[src/rtl/au_addsub_seq.sv]
// au_addsub_seq: multi-word add/subtract sequencer that reuses one WIDTH-bit au_addsub_c,
// least-significant word first, with a registered carry and valid/ready on both sides.

// au_addsub_c: WIDTH-bit adder/subtractor, {co,s} = a + (add_sub ? ~b : b) + ci.
module au_addsub_c #(
  parameter int WIDTH = 8,
  parameter int ARCH  = 0
) (
  input  logic [WIDTH-1:0] a,
  input  logic [WIDTH-1:0] b,
  input  logic             ci,
  input  logic             add_sub,
  output logic [WIDTH-1:0] s,
  output logic             co
);
  logic [WIDTH-1:0] bx;
  assign bx = b ^ {WIDTH{add_sub}};
  generate
    if (ARCH == 0) begin : g_ripple
      logic [WIDTH:0] c;
      assign c[0] = ci;
      for (genvar i = 0; i < WIDTH; i++) begin : g_bit
        assign s[i]   = a[i] ^ bx[i] ^ c[i];
        assign c[i+1] = (a[i] & bx[i]) | (c[i] & (a[i] ^ bx[i]));
      end
      assign co = c[WIDTH];
    end else begin : g_behav
      assign {co, s} = {1'b0, a} + {1'b0, bx} + (WIDTH+1)'(ci);
    end
  endgenerate
endmodule

module au_addsub_seq #(
  parameter int WIDTH = 8,
  parameter int NWORD = 4,
  parameter int ARCH  = 0
) (
  input  logic                   clk,
  input  logic                   rst_n,
  input  logic                   in_valid,
  output logic                   in_ready,
  input  logic [WIDTH*NWORD-1:0] a,
  input  logic [WIDTH*NWORD-1:0] b,
  input  logic                   ci,
  input  logic                   add_sub,
  output logic                   out_valid,
  input  logic                   out_ready,
  output logic [WIDTH*NWORD-1:0] s,
  output logic                   co,
  output logic                   busy
);
  localparam int W  = WIDTH * NWORD;
  localparam int IW = NWORD > 1 ? $clog2(NWORD) : 1;
  typedef enum logic [1:0] {IDLE, RUN, DONE} state_t;
  state_t state, state_n;
  logic [IW-1:0]    idx;
  logic [W-1:0]     a_q, b_q, s_q;
  logic             sub_q, cr, co_q, last;
  logic [WIDTH-1:0] aw, bw, sw;
  logic             cw;
  assign last = idx == IW'(NWORD - 1);
  // Word select for the shared adder; idx never exceeds NWORD-1.
  always_comb begin
    aw = '0;
    bw = '0;
    for (int k = 0; k < NWORD; k++)
      if (idx == IW'(k)) begin
        aw = a_q[k*WIDTH +: WIDTH];
        bw = b_q[k*WIDTH +: WIDTH];
      end
  end
  au_addsub_c #(.WIDTH(WIDTH), .ARCH(ARCH)) u_add (
    .a(aw), .b(bw), .ci(cr), .add_sub(sub_q), .s(sw), .co(cw)
  );
  always_ff @(posedge clk or negedge rst_n)
    if (!rst_n) state <= IDLE;
    else state <= state_n;
  always_comb begin
    state_n   = state;
    in_ready  = state == IDLE;
    out_valid = state == DONE;
    busy      = state != IDLE;
    if (state == IDLE && in_valid) state_n = RUN;
    if (state == RUN && last) state_n = DONE;
    if (state == DONE && out_ready) state_n = IDLE;
  end
  always_ff @(posedge clk or negedge rst_n)
    if (!rst_n) begin
      idx   <= '0;
      cr    <= 1'b0;
      a_q   <= '0;
      b_q   <= '0;
      sub_q <= 1'b0;
      s_q   <= '0;
      co_q  <= 1'b0;
    end else if (state == IDLE && in_valid) begin
      a_q   <= a;
      b_q   <= b;
      sub_q <= add_sub;
      cr    <= ci;
      idx   <= '0;
    end else if (state == RUN) begin
      for (int k = 0; k < NWORD; k++)
        if (idx == IW'(k)) s_q[k*WIDTH +: WIDTH] <= sw;
      cr <= cw;
      if (last) co_q <= cw;
      else idx <= idx + IW'(1);
    end
  assign s  = s_q;
  assign co = co_q;
endmodule

[config.mk]
export PLATFORM = sky130hd
export DESIGN_NAME = au_addsub_seq
export DESIGN_NICKNAME = d
export VERILOG_FILES = /design/src/rtl/au_addsub_seq.sv
export SDC_FILE = /design/constraint.sdc
export NUM_CORES = 1
export LEC_CHECK = 0
export ABC_CLOCK_PERIOD_IN_PS = 14300
export BUFFER_PORTS_ARGS = -buffer_cell sky130_fd_sc_hd__buf_2
export CORE_MARGIN = 2
export CORE_UTILIZATION = 51
export DETAILED_ROUTE_END_ITERATION = 6
export GPL_TIMING_DRIVEN = 0
export MAX_ROUTING_LAYER = met4
export PLACE_DENSITY = 0.76
export SLEW_MARGIN = 20
export SYNTH_ARGS = -nofsm -noshare
export SYNTH_HDL_FRONTEND = slang
export SYNTH_SLANG_ARGS = --single-unit
[constraint.sdc]
create_clock -name clk -period 14.3 [get_ports clk]
set_input_delay 2.86 -clock clk [delete_from_list [all_inputs] [get_ports clk]]
set_output_delay 2.86 -clock clk [all_outputs]
set_load 0.05 [all_outputs]
# [After elaboration in Yosys (flattened, before gate mapping)]
# Index checks and enable logic that the tools add are counted.
[totals] register_bits=103 wordCells=89
[classes] bitwise=42 n_reduce_logical=13 n_mux=16 eq_ne=6 addsub=1
[ops] op="$mux W8" count=8
[ops] op="$and A1 B1 Y1" count=16
[ops] op="$xor A1 B1 Y1" count=16
[ops] op="$mux W2" count=6
[ops] op="$reduce_and A3 Y1" count=4
[ops] op="$or A1 B1 Y1" count=8
[ops] op="$xor A8 B8 Y8" count=1
[ops] op="$eq A2 B2 Y1 const B" count=3
[ops] op="$eq A2 B1 Y1 const B" count=2
[ops] op="$logic_not A2 Y1" count=2
[ops] op="$reduce_bool A2 Y1" count=2
[ops] op="$logic_and A1 B1 Y1" count=3
[ops] op="$reduce_bool A3 Y1" count=1
[ops] op="$add A2 B1 Y2 const B" count=1
[ops] op="$mux W1" count=2
[ops] op="$ne A2 B1 Y1 const B" count=1
[ops] op="$reduce_and A2 Y1" count=1
[ops] op="$not A1 Y1" count=1

# [Longest topological paths before layout]
[logic_depth] word_depth=25 mapped_depth=20

# [Cells and area by module]
# From an unflattened synthesis, not the netlist that was laid out.
[unflattened] hier_cells=354 hier_area_um2=4994.8
[modules_own_cells] module="au_addsub_seq" seq_area_each_um2=2577.5 cells_each=321 area_each_um2=4693.3 instances=1
[modules_own_cells] module="au_addsub_c" seq_area_each_um2=0.0 cells_each=33 area_each_um2=301.5 instances=1

# [Worst setup path after synthesis]
# No wires, ideal clock.
[synth_timing] path_kind="reg2reg" startpoint="reg idx[0]" endpoint="reg s_q[15], in the netlist s[15]" path_buffers=1 setup_slack_ns=9.476 t_arrival_ns=4.699 path_stages_with_launch=20 setup_time_ns=0.125 t_required_ns=14.175 path_cell_list="dfrtp_1 -> inv_1 -> ha_1 -> clkbuf_1 -> nand2_1 -> o211ai_1 -> o221ai_1 -> xor2_1 -> fa_1 -> inv_1 -> fa_1 -> inv_1 -> fa_1 -> fa_1 -> fa_1 -> fa_1 -> fa_1 -> inv_1 -> fa_1 -> mux2_2"
[synth_between] elab_chain_len=22 elab_cells_between_ends=44 cone_classes="eq/ne (3); mux (8); bitwise (31); reduce/logical (2)"
[synth_lines] element="start, declared" line="56" source="logic [IW-1:0] idx;"
[synth_lines] element="start signal, assigned" line="107" source="else idx <= idx + IW'(1);"
[synth_lines] element="$logic_not A2 Y1" line="67" source="if (idx == IW'(k)) begin"
[synth_lines] element="$mux W8 (4 in series)" line="67"
[synth_lines] element="$xor A8 B8 Y8" line="17" source="assign bx = b ^ {WIDTH{add_sub}};"
[synth_lines] element="$xor A1 B1 Y1" line="24" source="assign c[i+1] = (a[i] & bx[i]) | (c[i] & (a[i] ^ bx[i]));"
[synth_lines] element="$and A1 B1 Y1" line="24"
[synth_lines] element="$or A1 B1 Y1" line="24"
[synth_lines] element="$and A1 B1 Y1" line="24"
[synth_lines] element="$or A1 B1 Y1" line="24"
[synth_lines] element="(+4 left out)"
[synth_lines] element="$and A1 B1 Y1" line="24"
[synth_lines] element="$or A1 B1 Y1" line="24"
[synth_lines] element="$and A1 B1 Y1" line="24"
[synth_lines] element="$or A1 B1 Y1" line="24"
[synth_lines] element="$and A1 B1 Y1" line="24"
[synth_lines] element="$or A1 B1 Y1" line="24"
[synth_lines] element="$xor A1 B1 Y1 (*)" line="23" source="assign s[i] = a[i] ^ bx[i] ^ c[i];"
[synth_lines] element="named net sw[7]" line="59" source="logic [WIDTH-1:0] aw, bw, sw;"
[synth_lines] element="end signal, assigned by index" line="104" source="if (idx == IW'(k)) s_q[k*WIDTH +: WIDTH] <= sw;"
[synth_lines] element="end, declared" line="57" source="logic [W-1:0] a_q, b_q, s_q;"
# The timed path passes the listed nets; every way through them passes the cells marked *.
# A chain may end at the register's enable or synchronous reset.

# [Worst setup path in the final report]
[layout_timing] startpoint="reg idx[1]" endpoint="reg s_q[31], in the netlist s[31]"
# The elaborated chain is that of the path after synthesis.

==> reports/metrics.csv <==
stage,metric,value,unit
sta,final.period_utilization,0.388,
yosys,synthFlopType,dfrtp_1,
worst_setup_path,cp_max_fo,10,
grt,grt.overflow.total,0,
sta,drv_slew,0,
yosys,yosys.area.top_type_share,0.530,
worst_setup_path,r2r_cells,19,
worst_setup_path,r2r_start,idx[1],
detailed_routing,drcViolationCount,0,
min_path,hp-start,s[0],
die,initial_core_util,0.526,
detailed_routing,dr.pass1.iters,4,
placed_design,hpwlAfterDp,7.90,mm
detailed_routing,drt_wl_total,10.7,mm
job,cap_violations,0,
die,rows,35,
worst_setup_path,crit_arrival,5810,ps
placed_design,placed_area,0.00558,sq mm
worst_setup_path,regToRegSetupSlack,8750,ps
grt,grt_max_degree,81,
min_path,min_path_cells,2,
yosys,synth_top_cell_by_area,dfrtp_1,
pwr,powerDensity,280,mW/mm^2
detailed_routing,antenna_left,0,
grt,use_met1,0.321,
worst_setup_path,worst_r2r_endpoint,s[31],
detailed_routing,dr_total_vias,3243,
yosys,synth.yosys.seq_area_share,0.530,
placed_design,pre_cts_ws,8740,ps
placed_design,placed_cells,604,
cts,clockBufferDepth,2,
min_path,hold_end,s[0],
yosys,synth.most_common_cell,dfrtp_1,
yosys,syn_area_per_cell,13.2,sq um
sta,tns,0,ps
yosys,syn_area,0.00486,sq mm
finish,instances_no_fill,620,
finish,fin_nets,568,
yosys,yosysWarnings,0,
die,dieArea,0.0103,sq mm
finish,fillers,742,
worst_setup_path,crit_family,adder cells,
placed_design,place_congestion,0.851,
worst_setup_path,worstSetupStartpointType,register,
sta,setup_viol,0,
worst_setup_path,critPathMostFrequentCell,fa_1,
pwr,cellLeakagePower,2.75,nW
sta,hold_violations,0,
finish,antenna_cells,0,
run_status,status,finished clean,
finish,layout-drive-gt1-share,0.430,
finish,fin_area,0.00579,sq mm
pwr,comb_power_share,0.565,
cts,clock_sink_count,103,
cts,insertion_delay,370,ps
pwr,ir_drop,0.113,mV
grt,use_met2,0.341,
die,die_x,102,microns
worst_setup_path,cp_slowest_cell,fa_1,
grt,grt_pass1_vias,3360,
worst_setup_path,worstPathRequired,14560,ps
yosys,yosys-top-cells-count,"dfrtp_1, mux2_4, nand2_1",
grt,grt.met3_usage,0.0511,
pwr,p_sw_frac,0.451,
sta,tightest_slew,620,ps
die,ioPinCount,106,
sta,clock-skew-final,15.3,ps
yosys,synthTopCellsByArea,"dfrtp_1, mux2_4, mux2_2",
grt,busiest_layer,met2,
yosys,synth-edff-count,0,
sta,rsz0062_at_grt,false,
cts,cts_tree,done,
cts,htree_num_levels,3,
die,coreArea,0.00924,sq mm
sta,final.min_clock_period,5550,ps
yosys,syn_inst,369,
grt,track_usage,0.230,
cts,postCtsHoldBufs,0,
finish,area_growth,19.1,%
pwr,totalPowerFinal,1.62,mW
detailed_routing,wl_per_cell,17.2,microns
grt,antenna_found_initial,0,
grt,grt_pass1_wl,17.4,mm
pwr,seqPwrFrac,0.318,
cts,cts_resized,0,
pwr,internal-power,0.889,mW
detailed_routing,vias_per_cell,5.23,
yosys,synth_cell_types,34,
sta,setup_slack,8750,ps
yosys,async_reset_ff_frac,1.00,
cts,cts_made_buffers,9,
worst_setup_path,crit_path_max_incr_delay,480,ps
worst_setup_path,cp-end-kind,register,
yosys,syn-num-nets,451,
min_path,hold_path_class,register to register,
worst_setup_path,crit_type,register to register,
worst_setup_path,crit_buf_inv,6,
worst_setup_path,crit_chain,inv_1 > ha_1 > clkbuf_1 > clkbuf_1 > a21oi_1 > o21ai_0 > a22oi_1 > fa_1 > inv_1 > fa_1 > inv_1 > fa_1 > fa_1 > fa_1 > fa_1 > fa_1 > inv_1 > fa_1 > mux2_2,
cts,cts_setup_buffers,0,
sta,fmax,180,MHz
yosys,synth_seq_cells,103,
pwr,p_switching,0.731,mW
cts,clk_pin_slew_worst_paths,100,ps
detailed_routing,drt_iter0_markers,159,
sta,max_slew_margin,0.585,
placed_design,port_buffers,105,
cts,root_buffer,clkbuf_8,
pwr,clkPwrFrac,0.117,
die,die_h,102,microns
-- cells by family after synthesis --
family | Yosys count | synth area share
adders and majority gates | 12 | 0.0433
AOI/OAI and AO/OA | 80 | 0.101
xor gates and xnor gates | 8 | 0.0144
and+or+nand+nor | 59 | 0.0505
buffers and inverters | 32 | 0.0479
DFF | 103 | 0.530
muxes | 75 | 0.212
-- how the worst max path moves through the flow --
stage               depth (start not counted)  slack, ps    end    from
global placement                           19       8910  s[31]  idx[1]
detailed placement                         19       8740  s[31]  idx[1]
CTS                                        19       8730  s[31]  idx[1]
global route                               19       8370  s[31]  idx[1]
finish                                     19       8750  s[31]  idx[1]
floorplan                                  19       9480  s[15]  idx[0]
-- layout by cell type (no fill, tap or decap), types with 2 or more instances in the layout --
cell type / n
a21oi_1: 10
a221oi_1: 2
a22o_1: 2
a22oi_1: 8
buf_12: 6
buf_2: 107
buf_6: 2
clkbuf_1: 10
clkbuf_8: 10
clkinv_4: 2
dfrtp_1: 103
fa_1: 8
ha_1: 4
inv_1: 9
mux2_2: 25
mux2_4: 50
nand2_1: 46
nor2_1: 5
nor2b_1: 2
nor3_1: 2
o211ai_1: 5
o21a_1: 5
o21ai_0: 38
o221ai_1: 5
o22ai_1: 3
xnor2_1: 3
xor2_1: 5
-- through the flow --
step           utilization  hold WS (ps)
4_1_cts              0.626           487
5_1_grt              0.626           516
3_5_place_dp         0.604           465
2_1_floorplan            -           476
3_3_place_gp         0.600           456
6_report             0.626           481
-- tightest hold or removal path, cell delays in order (launching register included) --
cell and delay (ps):
dfrtp_1 350, nand2_1 40, o21ai_0 60
-- layer usage --
metal / vias up / wire length [microns]
met5: - / 0
met4: 0 / 102
met1: 1595 / 4930
met3: 10 / 663
li1: 1527 / -
met2: 111 / 4980
-- state kept, by name, summed over array words and instances, names as in the netlist --
name   count
co         1
idx        2
s         32
a_q       32
sub_q      1
b_q       32
state      2
cr         1
-- power by group through the flow --
stage	Sequential [mW]	Clock (mW)	Combinational [mW]
finish	0.515	0.189	0.915
global route	0.532	0.206	1.01
CTS	0.515	0.192	0.924
detailed placement	0.519	0	0.920
global placement	0.512	0	0.895
floorplan	0.640	0	0.539
-- area by class of cell --
cell class,instances,area [sq um],area share
multi-input cells,234,2050,0.354
clock inverters,6,68.8,0.0119
repair buffers,106,559,0.0966
plain buffers,22,195,0.0337
clock buffers,10,138,0.0238
flip-flops and latches,103,2580,0.445
inverters,10,37.5,0.00649
well taps,129,161,0.0279
Power figures use the tool's default switching activity.
